<file path="src/rtl/hazard_ctrl_pipe_pkg.sv">
// Shared constants for the hazard control pipe:
// control word layout, bubble value and FSM state encoding.
package hazard_ctrl_pipe_pkg;

   localparam int CTRL_W = 14;

   localparam int ALUOP_LSB    = 10;
   localparam int ALUOP_W      = 4;
   localparam int ALUSRC_BIT   = 9;
   localparam int REGWRITE_BIT = 8;
   localparam int MEMREAD_BIT  = 7;
   localparam int MEMWRITE_BIT = 6;
   localparam int MEMTOREG_BIT = 5;
   localparam int REGDST_LSB   = 0;
   localparam int REGDST_W     = 5;

   // All-zero word: no register write, no memory access.
   localparam logic [CTRL_W-1:0] CTRL_BUBBLE = '0;

   typedef enum logic {
      IDLE  = 1'b0,
      STALL = 1'b1
   } state_e;

endpackage

</file>
<file path="src/rtl/hazard_ctrl_pipe_if.sv">
// Handshake bundle between ID/hazard unit and the control pipe.
// slave: pipe side (ctrl_i..perf_clr_i in, stall_o..bubble_cnt_o out).
interface hazard_ctrl_pipe_if #(
   parameter int CTRL_W = hazard_ctrl_pipe_pkg::CTRL_W,
   parameter int STAGES = 3,
   parameter int CNT_W  = 2,
   parameter int PERF_W = 16
);
   logic [CTRL_W-1:0]        ctrl_i;
   logic                     valid_i;
   logic                     hazard_i;
   logic [CNT_W-1:0]         stall_len_i;
   logic                     flush_i;
   logic                     perf_clr_i;
   logic                     stall_o;
   logic [STAGES*CTRL_W-1:0] ctrl_o;
   logic [STAGES-1:0]        valid_o;
   logic                     busy_o;
   logic [PERF_W-1:0]        bubble_cnt_o;

   modport slave (
      input  ctrl_i, valid_i, hazard_i, stall_len_i,
      input  flush_i, perf_clr_i,
      output stall_o, ctrl_o, valid_o, busy_o, bubble_cnt_o
   );

   modport master (
      output ctrl_i, valid_i, hazard_i, stall_len_i,
      output flush_i, perf_clr_i,
      input  stall_o, ctrl_o, valid_o, busy_o, bubble_cnt_o
   );
endinterface

</file>
<file path="src/rtl/hazard_ctrl_pipe_stage_reg.sv">
// One control stage register {valid, ctrl} with bubble select.
// Ports: clk_i, rst_i (async high), d_i, bubble_i, q_o.
module ctrl_stage_reg #(
   parameter int W = 15
) (
   input  logic         clk_i,
   input  logic         rst_i,
   input  logic [W-1:0] d_i,
   input  logic         bubble_i,
   output logic [W-1:0] q_o
);
   logic [W-1:0] q_q;
   logic [W-1:0] q_d;

   assign q_d = bubble_i ? '0 : d_i;
   assign q_o = q_q;

   always_ff @(posedge clk_i or posedge rst_i) begin
      if (rst_i) q_q <= '0;
      else       q_q <= q_d;
   end
endmodule

</file>
<file path="src/rtl/hazard_ctrl_pipe.sv">
// Pipelined hazard control: bubbles, flush squash, stall and perf count.
// Ports: clk_i, rst_i (async high), bus (slave modport).
module hazard_ctrl_pipe #(
   parameter int CTRL_W    = hazard_ctrl_pipe_pkg::CTRL_W,
   parameter int STAGES    = 3,
   parameter int MAX_STALL = 3,
   parameter int CNT_W     = $clog2(MAX_STALL + 1),
   parameter int PERF_W    = 16
) (
   input logic              clk_i,
   input logic              rst_i,
   hazard_ctrl_pipe_if.slave bus
);
   import hazard_ctrl_pipe_pkg::*;

   state_e              state_q, state_d;
   logic [CNT_W-1:0]    cnt_q, cnt_d;
   logic [CNT_W-1:0]    n_len;
   logic [PERF_W-1:0]   perf_q, perf_d;
   logic                stall_c;
   logic                bubble_c;
   logic [CTRL_W:0]     stg [STAGES];

   // Requested length: 0 behaves as 1, clipped to MAX_STALL.
   always_comb begin
      n_len = bus.stall_len_i;
      if (bus.stall_len_i == '0)
         n_len = CNT_W'(1);
      else if (bus.stall_len_i > CNT_W'(MAX_STALL))
         n_len = CNT_W'(MAX_STALL);
   end

   always_comb begin
      state_d  = state_q;
      cnt_d    = cnt_q;
      stall_c  = 1'b0;
      bubble_c = 1'b0;
      if (bus.flush_i) begin
         bubble_c = 1'b1;
         state_d  = IDLE;
         cnt_d    = '0;
      end else if (state_q == STALL) begin
         stall_c  = 1'b1;
         bubble_c = 1'b1;
         cnt_d    = cnt_q - CNT_W'(1);
         if (cnt_q == CNT_W'(1)) state_d = IDLE;
      end else if (bus.hazard_i && bus.valid_i) begin
         stall_c  = 1'b1;
         bubble_c = 1'b1;
         cnt_d    = n_len - CNT_W'(1);
         state_d  = (n_len == CNT_W'(1)) ? IDLE : STALL;
      end
   end

   always_comb begin
      perf_d = perf_q;
      if (bus.perf_clr_i)
         perf_d = '0;
      else if (bubble_c && !(&perf_q))
         perf_d = perf_q + PERF_W'(1);
   end

   always_ff @(posedge clk_i or posedge rst_i) begin
      if (rst_i) begin
         state_q <= IDLE;
         cnt_q   <= '0;
         perf_q  <= '0;
      end else begin
         state_q <= state_d;
         cnt_q   <= cnt_d;
         perf_q  <= perf_d;
      end
   end

   for (genvar k = 0; k < STAGES; k++) begin : g_stage
      if (k == 0) begin : g_head
         // Invalid ID slots load as bubbles too.
         ctrl_stage_reg #(.W(CTRL_W + 1)) u_reg (
            .clk_i    (clk_i),
            .rst_i    (rst_i),
            .d_i      ({bus.valid_i, bus.ctrl_i}),
            .bubble_i (bubble_c | ~bus.valid_i),
            .q_o      (stg[k])
         );
      end else begin : g_tail
         ctrl_stage_reg #(.W(CTRL_W + 1)) u_reg (
            .clk_i    (clk_i),
            .rst_i    (rst_i),
            .d_i      (stg[k-1]),
            .bubble_i (1'b0),
            .q_o      (stg[k])
         );
      end
      assign bus.ctrl_o[k*CTRL_W +: CTRL_W] = stg[k][CTRL_W-1:0];
      assign bus.valid_o[k] = stg[k][CTRL_W];
   end

   // Hazard inputs may be live during reset; keep stall quiet.
   assign bus.stall_o      = stall_c & ~rst_i;
   assign bus.busy_o       = (state_q == STALL);
   assign bus.bubble_cnt_o = perf_q;
endmodule
</file>
<file path="src/flat_wrapper.sv">
// flat-port wrapper written by rule: the top's interface ports become plain ports
module hazard_ctrl_pipe_flat import hazard_ctrl_pipe_pkg::*;
#(
   parameter int CTRL_W    = hazard_ctrl_pipe_pkg::CTRL_W,
   parameter int STAGES    = 3,
   parameter int MAX_STALL = 3,
   parameter int CNT_W     = $clog2(MAX_STALL + 1),
   parameter int PERF_W    = 16
)
  (clk_i, rst_i, bus_ctrl_i, bus_valid_i, bus_hazard_i, bus_stall_len_i, bus_flush_i, bus_perf_clr_i, bus_stall_o, bus_ctrl_o, bus_valid_o, bus_busy_o, bus_bubble_cnt_o);
  hazard_ctrl_pipe_if #(.CTRL_W(CTRL_W), .STAGES(STAGES), .CNT_W(CNT_W), .PERF_W(PERF_W)) bus_i ();
  input logic clk_i;
  input logic rst_i;
  input wire logic [$bits(bus_i.ctrl_i)-1:0] bus_ctrl_i;
  input wire logic [$bits(bus_i.valid_i)-1:0] bus_valid_i;
  input wire logic [$bits(bus_i.hazard_i)-1:0] bus_hazard_i;
  input wire logic [$bits(bus_i.stall_len_i)-1:0] bus_stall_len_i;
  input wire logic [$bits(bus_i.flush_i)-1:0] bus_flush_i;
  input wire logic [$bits(bus_i.perf_clr_i)-1:0] bus_perf_clr_i;
  output wire logic [$bits(bus_i.stall_o)-1:0] bus_stall_o;
  output wire logic [$bits(bus_i.ctrl_o)-1:0] bus_ctrl_o;
  output wire logic [$bits(bus_i.valid_o)-1:0] bus_valid_o;
  output wire logic [$bits(bus_i.busy_o)-1:0] bus_busy_o;
  output wire logic [$bits(bus_i.bubble_cnt_o)-1:0] bus_bubble_cnt_o;
  assign bus_i.ctrl_i = bus_ctrl_i;
  assign bus_i.valid_i = bus_valid_i;
  assign bus_i.hazard_i = bus_hazard_i;
  assign bus_i.stall_len_i = bus_stall_len_i;
  assign bus_i.flush_i = bus_flush_i;
  assign bus_i.perf_clr_i = bus_perf_clr_i;
  assign bus_stall_o = bus_i.stall_o;
  assign bus_ctrl_o = bus_i.ctrl_o;
  assign bus_valid_o = bus_i.valid_o;
  assign bus_busy_o = bus_i.busy_o;
  assign bus_bubble_cnt_o = bus_i.bubble_cnt_o;
  hazard_ctrl_pipe #(.CTRL_W(CTRL_W), .STAGES(STAGES), .MAX_STALL(MAX_STALL), .CNT_W(CNT_W), .PERF_W(PERF_W)) u_core (.clk_i(clk_i), .rst_i(rst_i), .bus(bus_i));
endmodule
</file>
<file path="config.mk">
export PLATFORM = sky130hd
export DESIGN_NAME = hazard_ctrl_pipe_flat
export DESIGN_NICKNAME = d
export VERILOG_FILES = /design/src/rtl/hazard_ctrl_pipe_pkg.sv /design/src/rtl/hazard_ctrl_pipe_if.sv /design/src/rtl/hazard_ctrl_pipe_stage_reg.sv /design/src/rtl/hazard_ctrl_pipe.sv /design/src/flat_wrapper.sv
export SDC_FILE = /design/constraint.sdc
export NUM_CORES = 1
export LEC_CHECK = 0
export BUFFER_PORTS_ARGS = -buffer_cell sky130_fd_sc_hd__buf_2
export CAP_MARGIN = 25
export CORE_MARGIN = 2
export CORE_UTILIZATION = 53
export DETAILED_ROUTE_END_ITERATION = 8
export PLACE_DENSITY = 0.84
export SYNTH_ARGS = -nofsm -noshare
export SYNTH_HDL_FRONTEND = slang
export SYNTH_SLANG_ARGS = --single-unit
export TNS_END_PERCENT = 5
</file>
<file path="constraint.sdc">
create_clock -name clk_i -period 3.8 [get_ports clk_i]
set_input_delay 0.76 -clock clk_i [delete_from_list [all_inputs] [get_ports clk_i]]
set_output_delay 0.76 -clock clk_i [all_outputs]
set_load 0.1 [all_outputs]
</file>
==> results of run 1 <==
critical path: cells and delay by family:
family | cells | cell delay, ns
AND/OR/NAND/NOR | 1 | 0.10
buffers and inverters | 2 | 0.69
AO/OA/AOI/OAI | 1 | 0.13
worst paths after layout:
| path | cells past startpoint | from | to | slack (ns) |
|---|---|---|---|---|
| max | 4 | bus_valid_i | bus_stall_o | 1.35 |
| min | 0 | u_core.g_stage[1].g_tail.u_reg.q_o[1] | u_core.g_stage[2].g_tail.u_reg.q_o[1] | 0.37 |
| max reg2reg | 5 | u_core.bus.bubble_cnt_o[0] | u_core.bus.bubble_cnt_o[14] | 1.72 |
| min reg2reg | 0 | u_core.g_stage[1].g_tail.u_reg.q_o[1] | u_core.g_stage[2].g_tail.u_reg.q_o[1] | 0.37 |
| max in group asynchronous | 3 | rst_i | u_core.g_stage[1].g_tail.u_reg.q_o[4] | 2.51 |
| min in group asynchronous | 2 | rst_i | u_core.g_stage[2].g_tail.u_reg.q_o[7] | 0.40 |
cells in the mapped netlist (all sizes together):
library cell	count	share of area, %
ha	2	1.0
mux2i	1	0.41
dfrtp	64	65
and4	1	0.41
nand2	5	0.77
or4	7	2.1
or3	4	1.1
a211o	1	0.41
nand3b	1	0.31
o21ba	1	0.41
buf	9	2.2
o211ai	1	0.31
nand2b	1	0.26
and2	2	0.56
mux2	2	0.92
a211oi	2	1.1
o31ai	8	2.5
nor2b	2	0.51
a32o	1	0.41
nor3	3	0.61
clkbuf	3	0.46
nor4b	1	0.61
a21oi	14	2.9
nand4	6	2.8
nor2	4	0.61
o21ai	8	1.6
inv	3	0.46
nand3	8	2.3
a31oi	1	0.26
and3	17	4.4
nor4	3	2.0
through the flow:
| step | instance area (um2) | worst slack, ns | instances | hold slack [ns] |
|---|---|---|---|---|
| floorplan | 2460 | 0.594 | 186 | 0.494 |
| global placement | 2890 | 1.38 | 312 | 0.351 |
| detailed placement | 2890 | 1.34 | 312 | 0.353 |
| CTS | 3110 | 1.34 | 328 | 0.370 |
| global route | 3110 | 1.28 | 328 | 0.377 |
| finish | 3110 | 1.35 | 328 | 0.369 |
final cells by class:
cell class              count  share of cell area (%)
flip-flops and latches     64                    51.5
multi-input cells         107                    25.0
repair buffers             86                    14.0
clock buffers               9                    3.98
clock inverters             7                    3.06
well taps                  52                    2.09
inverters                   3                   0.362
registers in the layout, summed over array words and instances (netlist names):
signal	cells
u_core.g_stage.g_tail.u_reg.q_o	30
u_core.bus.bubble_cnt_o	16
u_core.g_stage.g_head.u_reg.q_o	15
u_core.cnt_q	2
u_core.bus.busy_o	1
power by group:
part | switching (W) | leakage [nW] | internal [W] | total (W)
logic | 0.000206 | 0.706 | 0.0000353 | 0.000242
registers | 0.0000148 | 0.875 | 0.000703 | 0.000717
clock network | 0.000268 | 0.110 | 0.000370 | 0.000638
logic make-up (layout without fill, tap and decap cells):
family                     Yosys count  in the layout  share of synthesized area (%)
and+or+nand+nor                     65             65                           19.3
DFF                                 64             64                           65.3
AOI/OAI and AO/OA                   37             37                           9.85
buffers and inverters               15            105                           3.11
muxes                                3              3                           1.33
adders and majority gates            2              2                           1.02
metal layers:
metal | up-vias | wire length [um] | track usage, %
li1 | 853 | - | -
met1 | 903 | 2040 | 26.9
met2 | 67 | 2700 | 34.6
met3 | 7 | 377 | 6.81
met4 | 0 | 47 | 6.92
met5 | - | 0 | 0
==> summary.txt, run 1 <==
STA
  – Part of the cycle the worst path needs: 64.4%
  – RSZ-0062 raised after global routing: false
  – Worst slew margin: between 50 and 60%
  – Slew Limit Fails: 0
  – Final min period: ~2.4 ns
  – Slew @ Worst Pin: 0.709 ns
  – Hold Fails Final Rpt: 0
  – Fmax: around 0.41 GHz
  – Final Skew: around 0.0045 ns
  – Setup violators final: 0
  – Setup TNS: 0 ns

Route
  – DRT iter0 DRCs: 82
  – Total wire length: ~5200 um
  – DR vias: 1,830
  – Post-route ant nets: 0
  – Via-to-Cell Ratio: 5.58
  – DR WL/cell: between 15 and 20 um
  – # DRC: 0
  – Drt pass-1 iters: 4

Cells and area
  – Most frequent cells in the layout: buf_2, dfrtp_1, and3_1
  – Nets: 295
  – Final core occ: 70.5%
  – Multi-input gate area: about 800 um2
  – Reg area: about 1600 um2
  – P&R area growth vs syn: 26.9%
  – N_diodes: 0
  – Commonest non-fill, non-tap cell in the layout: buf_2
  – Fillers: 316
  – Share of cells above drive strength 1: 42.8%

Die
  – Core area: 4410 um2
  – Rows: 24
  – Height of the die: 72.0 um
  – Die Wd: about 70 um
  – Initial core utilization: 55.5%
  – Die Area: a little over 5000 um2
  – I/O pin cnt: 85

Clock tree
  – Clock-pin slew on the worst setup and hold paths: 0.07 ns
  – Clock Tree Buf Depth: 2
  – Post-CTS sizing: 0
  – Clk_lat worst skew: 0.34 ns
  – Total CTS buffers: 9
  – H-tree Lvls: 3
  – Hold buffers post-CTS: 0
  – Clock sink total: 64
  – Clk Tree Root Cell: clkbuf_8
  – TritonCTS clock tree: done
  – Post-CTS Setup Inserts: 0

Global route
  – Vias in the first global route: roughly 1,700
  – Total gr overflow: 0
  – Largest net degree at the start of global routing: between 40 and 50
  – Initial antenna violation count: 0
  – Gr usage total: 21.1%
  – First-pass GRT wire length: 8270 um

Setup path
  – Max stage delay on crit path: ~0.44 ns
  – Startpoint Class: input pin
  – Worst Setup End Kind: primary output
  – CP dominant cell by count: buf_2
  – Slowest cell on the critical path: buf_2
  – WP data required: 3.04 ns
  – Worst-path maximum fanout: 19
  – Setup Crit Path Kind: in -> out
  – CP Data Arrival Time: approximately 1.7 ns
  – CP Cell Sequence: buf_2 > a21oi_1 > nor3_2 > buf_2

Power
  – Peak supply drop: 0.475 mV
  – Pwr Total: 0.00160 W
  – LEAKAGE: 1.69 nW
  – Pwr dens: 513 nW/um2

Synth
  – Post-synthesis net count: 210
  – Count of cell types in the netlist: 41
  – Seq/Total Area, Yosys: 65.3%
  – Yosys warns: 0
  – Syn_area_per_cell: 13.2 um2
  – Cell area after synthesis: 2450 um2
  – Cells after Synth: about 190
  – Synthesized flop and latch total: 64

Placement
  – Port bufs: 84
  – GPL Wtd Cong: 0.778
  – Final HPWL DP: around 3700 um

Min path
  – Hold crit path type: reg -> reg

Status
  – Status: finished clean

Run
  – Max_cap viols: 0
No activity file was read; power rests on OpenSTA's default activity.
==> run 2: changes to the inputs <==
--- a/config.mk
+++ b/config.mk
@@ -8,9 +8,9 @@
 export BUFFER_PORTS_ARGS = -buffer_cell sky130_fd_sc_hd__buf_2
 export CAP_MARGIN = 25
 export CORE_MARGIN = 2
-export CORE_UTILIZATION = 53
+export CORE_UTILIZATION = 49
 export DETAILED_ROUTE_END_ITERATION = 8
-export PLACE_DENSITY = 0.84
+export PLACE_DENSITY = 0.78
 export SYNTH_ARGS = -nofsm -noshare
 export SYNTH_HDL_FRONTEND = slang
 export SYNTH_SLANG_ARGS = --single-unit
==> constraint.sdc (replaced) <==
create_clock -name clk_i -period 2.45 [get_ports clk_i]
set_input_delay 0.49 -clock clk_i [delete_from_list [all_inputs] [get_ports clk_i]]
set_output_delay 0.49 -clock clk_i [all_outputs]
set_load 0.1 [all_outputs]
==> run 2 against run 1 <==
  * Hold slack got worse by 0.17 ns
  * Design area is 2.8% higher
  * Sequential power rose by 55%
  * Critical path depth unchanged
  * Combinational power grew 58%
  * Highest routed layer unchanged
==> summary.txt, run 2 (same netlist as run 1, synthesis figures left out) <==
Status
  – Status: finished clean

Route
  – Via-to-Cell Ratio: 5.28 (-5.3%)
  – Total wire length: 5230 um (+1.2%)
  – DR WL/cell: 15.2 um (-3.8%)
  – Drt pass-1 iters: 4 (unchanged)
  – # DRC: 0 (unchanged)
  – Post-route ant nets: 0 (unchanged)
  – DRT iter0 DRCs: 92 (+12%)
  – DR vias: 1,823 (-0.38%)

STA
  – Worst slew margin: 67.0% (+15 points)
  – Part of the cycle the worst path needs: 81.7%
  – Final Skew: 0.00568 ns (+0.00115 ns)
  – Setup violators final: 0 (unchanged)
  – RSZ-0062 raised after global routing: false
  – Hold Fails Final Rpt: 0 (unchanged)
  – Final min period: 2.00 ns
  – Min Hold Slack: 0.197 ns (-0.172 ns)
  – Slew Limit Fails: 0 (unchanged)
  – Slew @ Worst Pin: 0.499 ns (-0.210 ns)
  – Fmax: 0.500 GHz
  – Setup TNS: 0 ns (unchanged)

Setup path
  – Kind of cell adding the most delay to the critical path: buffers and inverters
  – Worst Setup End Kind: primary output
  – CP dominant cell by count: buf_2
  – Setup Crit Path Kind: in -> out
  – Max stage delay on crit path: 0.44 ns (about the same)
  – Cell count along the critical path: 4 (unchanged)
  – Start point of the critical path: bus_valid_i
  – CP Cell Sequence: buf_2 > a21oi_1 > nor3_4 > buf_2
  – Worst reg2reg setup slack: 0.50 ns (-1.22 ns)
  – Worst-path maximum fanout: 19 (unchanged)
  – Startpoint Class: input pin
  – R2R Path Start: u_core.bus.bubble_cnt_o[0]
  – R2R cell count: 6 (+1)
  – Slowest cell on the critical path: buf_2
  – WP buf/inv: 2 (unchanged)
  – WP data required: 1.96 ns (-1.08 ns)
  – CP Data Arrival Time: 1.51 ns (-0.18 ns)

Cells and area
  – Most frequent cells in the layout: buf_2, dfrtp_1, and3_1
  – Nets: 297 (+0.68%)
  – P&R area growth vs syn: 30.4%
  – Largest register FFs: 30 (unchanged)
  – Fillers: 372 (+18%)
  – Final core occ: 66.8% (-3.7 points)
  – Commonest non-fill, non-tap cell in the layout: buf_2
  – Share of cells above drive strength 1: 43.5% (+0.77 points)
  – N_diodes: 0 (unchanged)

Clock tree
  – Clock sink total: 64 (unchanged)
  – Clk_lat worst skew: 0.33 ns (about the same)
  – Post-CTS Setup Inserts: 0 (unchanged)
  – TritonCTS clock tree: done
  – Clock-pin slew on the worst setup and hold paths: 0.08 ns (about the same)
  – Clk Tree Root Cell: clkbuf_8
  – Clock Tree Buf Depth: 2 (unchanged)
  – Post-CTS sizing: 0 (unchanged)
  – Total CTS buffers: 9 (unchanged)
  – Hold buffers post-CTS: 0 (unchanged)
  – H-tree Lvls: 3 (unchanged)

Power
  – LEAKAGE: 1.72 nW (+1.9%)
  – Peak supply drop: 0.398 mV (-16%)
  – Pwr dens: 817 nW/um2 (+59%)

Global route
  – Vias in the first global route: 1,765 (+5.2%)
  – Largest net degree at the start of global routing: 46 (-6.1%)
  – Initial antenna violation count: 0 (unchanged)
  – Gr usage total: 20.1% (-1.0 points)
  – First-pass GRT wire length: 8280 um (about the same)
  – Total gr overflow: 0 (unchanged)

Run
  – Max_cap viols: 0 (unchanged)

Die
  – Rows: 25 (+4.2%)
  – Die Area: 5580 um2 (+7.7%)
  – Die Wd: 74.7 um (+3.8%)
  – Core area: 4790 um2 (+8.4%)
  – I/O pin cnt: 85 (unchanged)
  – Height of the die: 74.7 um (+3.8%)
  – Initial core utilization: 51.2% (-4.3 points)

Placement
  – Final HPWL DP: 3690 um (+1.2%)
  – GPL Wtd Cong: 0.798 (+2.6%)
  – Port bufs: 84 (unchanged)

Min path
  – Hold crit path type: in -> async
-- run 2: changes by cell type in the layout (fill, tap and decap cells not counted), sizes merged --
cell	delta
buf	+2
bufinv	+1
clkinv	-1
clkinvlp	-1
inv	+1
-- run 2: stage by stage --
step | power [W] | area [um2] | cells | setup slack [ns]
floorplan | 0.00144 | 2460 | 186 | 0.0880
detailed placement | 0.00152 | 2950 | 329 | 0.440
CTS | 0.00264 | 3200 | 345 | 0.431
finish | 0.00261 | 3200 | 345 | 0.449
global route | 0.00270 | 3200 | 345 | 0.378
global placement | 0.00151 | 2950 | 329 | 0.469
-- run 2: area by class of cell --
type	count	area [um2]	area share [%]
Clock inverter	7	128	3.99
Tap cell	67	83.8	2.62
Clock buffer	9	124	3.87
Sequential cell	64	1600	50.1
Inverter	3	11.3	0.352
Multi-Input combinational cell	107	785	24.5
Timing Repair Buffer	88	463	14.5
-- run 2: final timing paths --
| path | endpoint |
|---|---|
| min | u_core.bus.bubble_cnt_o[11] |
| max in group asynchronous | u_core.g_stage[0].g_head.u_reg.q_o[8] |
| max reg2reg | u_core.bus.bubble_cnt_o[14] |
| max | bus_stall_o |
| min in group clk_i | u_core.g_stage[2].g_tail.u_reg.q_o[13] |
| min reg2reg | u_core.g_stage[2].g_tail.u_reg.q_o[13] |
-- run 2: power breakdown --
| part | leakage [nW] | total, W | internal (W) | switching [W] |
|---|---|---|---|---|
| clock network | 0.126 | 0.00112 | 0.000690 | 0.000427 |
| registers | 0.873 | 0.00111 | 0.00109 | 0.0000220 |
| logic | 0.724 | 0.000382 | 0.0000590 | 0.000323 |
| total | 1.72 | 0.00261 | 0.00184 | 0.000773 |
-- run 2: layer usage --
| layer | vias to the layer above | global-route usage (%) | routed length (um) |
|---|---|---|---|
| li1 | 857 | - | - |
| met1 | 899 | 23.8 | 2120 |
| met2 | 57 | 34.1 | 2730 |
| met3 | 10 | 6.29 | 273 |
| met4 | 0 | 8.33 | 102 |
| met5 | - | 0 | 0 |
-- run 2: worst register-to-register path: stages, from the launching register on --
cell	delay, ns
dfrtp_1	0.47
ha_1	0.27
nand4_1	0.15
nor4_4	0.05
buf_4	0.19
nor4_1	0.35
mux2_1	0.36
==> run 3: changes to the inputs <==
--- a/config.mk
+++ b/config.mk
@@ -8,9 +8,9 @@
 export BUFFER_PORTS_ARGS = -buffer_cell sky130_fd_sc_hd__buf_2
 export CAP_MARGIN = 25
 export CORE_MARGIN = 2
-export CORE_UTILIZATION = 49
+export CORE_UTILIZATION = 44
 export DETAILED_ROUTE_END_ITERATION = 8
-export PLACE_DENSITY = 0.78
+export PLACE_DENSITY = 0.74
 export SYNTH_ARGS = -nofsm -noshare
 export SYNTH_HDL_FRONTEND = slang
 export SYNTH_SLANG_ARGS = --single-unit
==> constraint.sdc (replaced) <==
create_clock -name clk_i -period 1.6 [get_ports clk_i]
set_input_delay 0.32 -clock clk_i [delete_from_list [all_inputs] [get_ports clk_i]]
set_output_delay 0.32 -clock clk_i [all_outputs]
set_load 0.1 [all_outputs]
==> run 3 against run 2 <==
  * The run now ends with negative setup slack left
  * Clock-buffer cell count is the same
  * Design area grew 12%
  * Global-route usage shrank 0.63 points
  * Via count grew 4.9%
  * Largest power group is now registers
  * Worst setup slack lost 0.52 ns
  * Hold slack lost 0.15 ns
  * Critical path depth grew 2
  * Cell count grew 9.3%
  * Die area grew 11%
  * First-iteration DRC count shrank 33%
==> summary.txt, run 3 (same netlist as run 1, synthesis figures left out) <==
Placement
  – GPL Wtd Cong: 0.903 (+13%)
  – Dpl ws: -0.0624 ns (-0.502 ns)
  – Port bufs: 84 (unchanged)
  – Final HPWL DP: 4120 um (+12%)
  – Placed Area: 3270 um2 (+11%)

Clock tree
  – Clock Tree Buf Depth: 2 (unchanged)
  – TritonCTS clock tree: done
  – H-tree Lvls: 3 (unchanged)
  – Hold buffers post-CTS: 0 (unchanged)
  – Clk Tree Root Cell: clkbuf_8
  – Clock sink total: 64 (unchanged)
  – Clk_lat worst skew: 0.33 ns (about the same)
  – Clock-pin slew on the worst setup and hold paths: 0.07 ns (about the same)
  – Total CTS buffers: 9 (unchanged)

Setup path
  – R2R Path Start: u_core.bus.bubble_cnt_o[1]
  – Setup Crit Path Kind: reg -> reg
  – Max stage delay on crit path: 0.49 ns (+0.05 ns)
  – R2R cell count: 6 (unchanged)
  – CP Cell Sequence: ha_4 > nand4_1 > nor4_4 > buf_4 > or4_4 > a21oi_2
  – Crit Reg-Reg Endpoint: u_core.bus.bubble_cnt_o[6]
  – WP buf/inv: 1 (-1)
  – Kind of cell adding the most delay to the critical path: simple AND/OR/NAND/NOR gates
  – CP Data Arrival Time: 1.94 ns (+0.43 ns)
  – Worst reg2reg setup slack: -0.08 ns (-0.58 ns)
  – Slowest cell on the critical path: dfrtp_4
  – WP data required: 1.86 ns (-0.10 ns)
  – Worst-path maximum fanout: 8 (-11)
  – Worst Setup End Kind: register
  – Startpoint Class: register

Cells and area
  – N_diodes: 0 (unchanged)
  – Final core occ: 65.9% (-0.94 points)
  – Most frequent cells in the layout: buf_2, dfrtp_1, buf_4
  – Design Area, Final: 3580 um2 (+12%)
  – Share of cells above drive strength 1: 56.1% (+13 points)
  – Largest register FFs: 30 (unchanged)
  – Nets: 324 (+9.1%)
  – P&R area growth vs syn: 46.1%
  – Commonest non-fill, non-tap cell in the layout: buf_2

Route
  – Post-route ant nets: 0 (unchanged)
  – DR vias: 1,912 (+4.9%)
  – # DRC: 0 (unchanged)
  – DR WL/cell: 15.5 um (+2.0%)
  – DRT iter0 DRCs: 62 (-33%)
  – Via-to-Cell Ratio: 5.07 (-4.0%)
  – Drt pass-1 iters: 4 (unchanged)
  – Total wire length: 5830 um (+11%)

Die
  – Height of the die: 78.6 um (+5.2%)
  – Initial core utilization: 45.1% (-6.2 points)
  – Rows: 27 (+8.0%)
  – Die Area: 6180 um2 (+11%)
  – I/O pin cnt: 85 (unchanged)
  – Die Wd: 78.6 um (+5.2%)
  – Core area: 5440 um2 (+14%)

Status
  – Status: finished with violations
  – Failing checks: negative setup slack

Run
  – Max_cap viols: 0 (unchanged)

Global route
  – Gr usage total: 19.5% (-0.63 points)
  – Largest net degree at the start of global routing: 35 (-24%)
  – Vias in the first global route: 1,892 (+7.2%)
  – Initial antenna violation count: 0 (unchanged)
  – Total gr overflow: 0 (unchanged)
  – First-pass GRT wire length: 9180 um (+11%)

STA
  – Final min period: roughly 1.7 ns
  – Slew @ Worst Pin: 0.492 ns (-0.00652 ns)
  – RSZ-0062 raised after global routing: true
  – Hold Fails Final Rpt: 0 (unchanged)
  – Slew Limit Fails: 0 (unchanged)
  – Setup violators final: 7 (+7)
  – Final Skew: 0.00423 ns (-0.00144 ns)
  – Setup TNS: -0.363 ns (-0.363 ns)
  – Setup WS post-layout: -0.0751 ns (-0.524 ns)
  – Worst slew margin: 67.1% (+0.14 points)
  – Fmax: 0.597 GHz
  – Part of the cycle the worst path needs: 105%

Power
  – Peak supply drop: 0.762 mV (+91%)
  – LEAKAGE: 1.83 nW (+5.9%)
  – Pwr dens: 1090 nW/um2 (+34%)

Min path
  – Hold crit path type: in -> async
==> run 3: cell types whose count changed in the layout (fill, tap and decap cells not counted), moves of 2 or more <==
cell / delta
buf_12: +3
buf_6: +3
dfrtp_4: +17
buf_4: +33
a21oi_1: -3
clkinvlp_4: +2
dfrtp_1: -16
a21oi_2: +2
buf_2: -13
==> run 3: power breakdown <==
group / internal, W / switching [W] / leakage (nW) / total [W]
registers: 0.00167 / 0.0000269 / 0.842 / 0.00170
logic: 0.000139 / 0.000525 / 0.873 / 0.000664
clock network: 0.000893 / 0.000659 / 0.110 / 0.00155
==> run 3: worst max path at each step <==
stage	slack [ns]	start	end	cells after the start
floorplan	-0.36	u_core.bus.busy_o	bus_stall_o	3
global placement	-0.05	u_core.bus.bubble_cnt_o[1]	u_core.bus.bubble_cnt_o[3]	6
detailed placement	-0.06	u_core.bus.bubble_cnt_o[1]	u_core.bus.bubble_cnt_o[8]	6
CTS	-0.08	u_core.bus.bubble_cnt_o[0]	u_core.bus.bubble_cnt_o[8]	6
global route	-0.15	u_core.bus.bubble_cnt_o[0]	u_core.bus.bubble_cnt_o[6]	6
finish	-0.08	u_core.bus.bubble_cnt_o[1]	u_core.bus.bubble_cnt_o[6]	6
==> run 3: area by class of cell <==
type                       instances  area [um2]
tap                               72        90.1
timing repair buffer             115         747
sequential                        64        1670
fill                             394        1860
inverter                           3        15.0
clock buffer                       9         124
multi-input combinational        107         838
clock inverter                     7         103
==> run 3: timing repair <==
item,in CTS,in global routing
hold endpoints to repair,0,0
buffers inserted,0,1
pin swaps,7,4
endpoints found under the setup margin,18,14
resized for setup,13,8
==> run 3: per-layer routing <==
layer  track usage (%)  vias up  share of wire (%)  routed length [um]
met5                 0        -                  0                   0
met4              9.12        0                2.2                 129
met3              4.14       14                4.0                 235
met2              32.1       54                 52                3060
met1              24.5      932                 41                2400
li1                  -      912                  -                   -
==> run 3: stage by stage <==
stage	cells	total power, W	hold WS [ns]
6_report	377	0.00391	0.0426
5_1_grt	377	0.00406	0.0623
4_1_cts	376	0.00394	0.0443
3_5_place_dp	360	0.00238	0.353
3_3_place_gp	360	0.00237	0.352
2_1_floorplan	186	0.00221	0.383
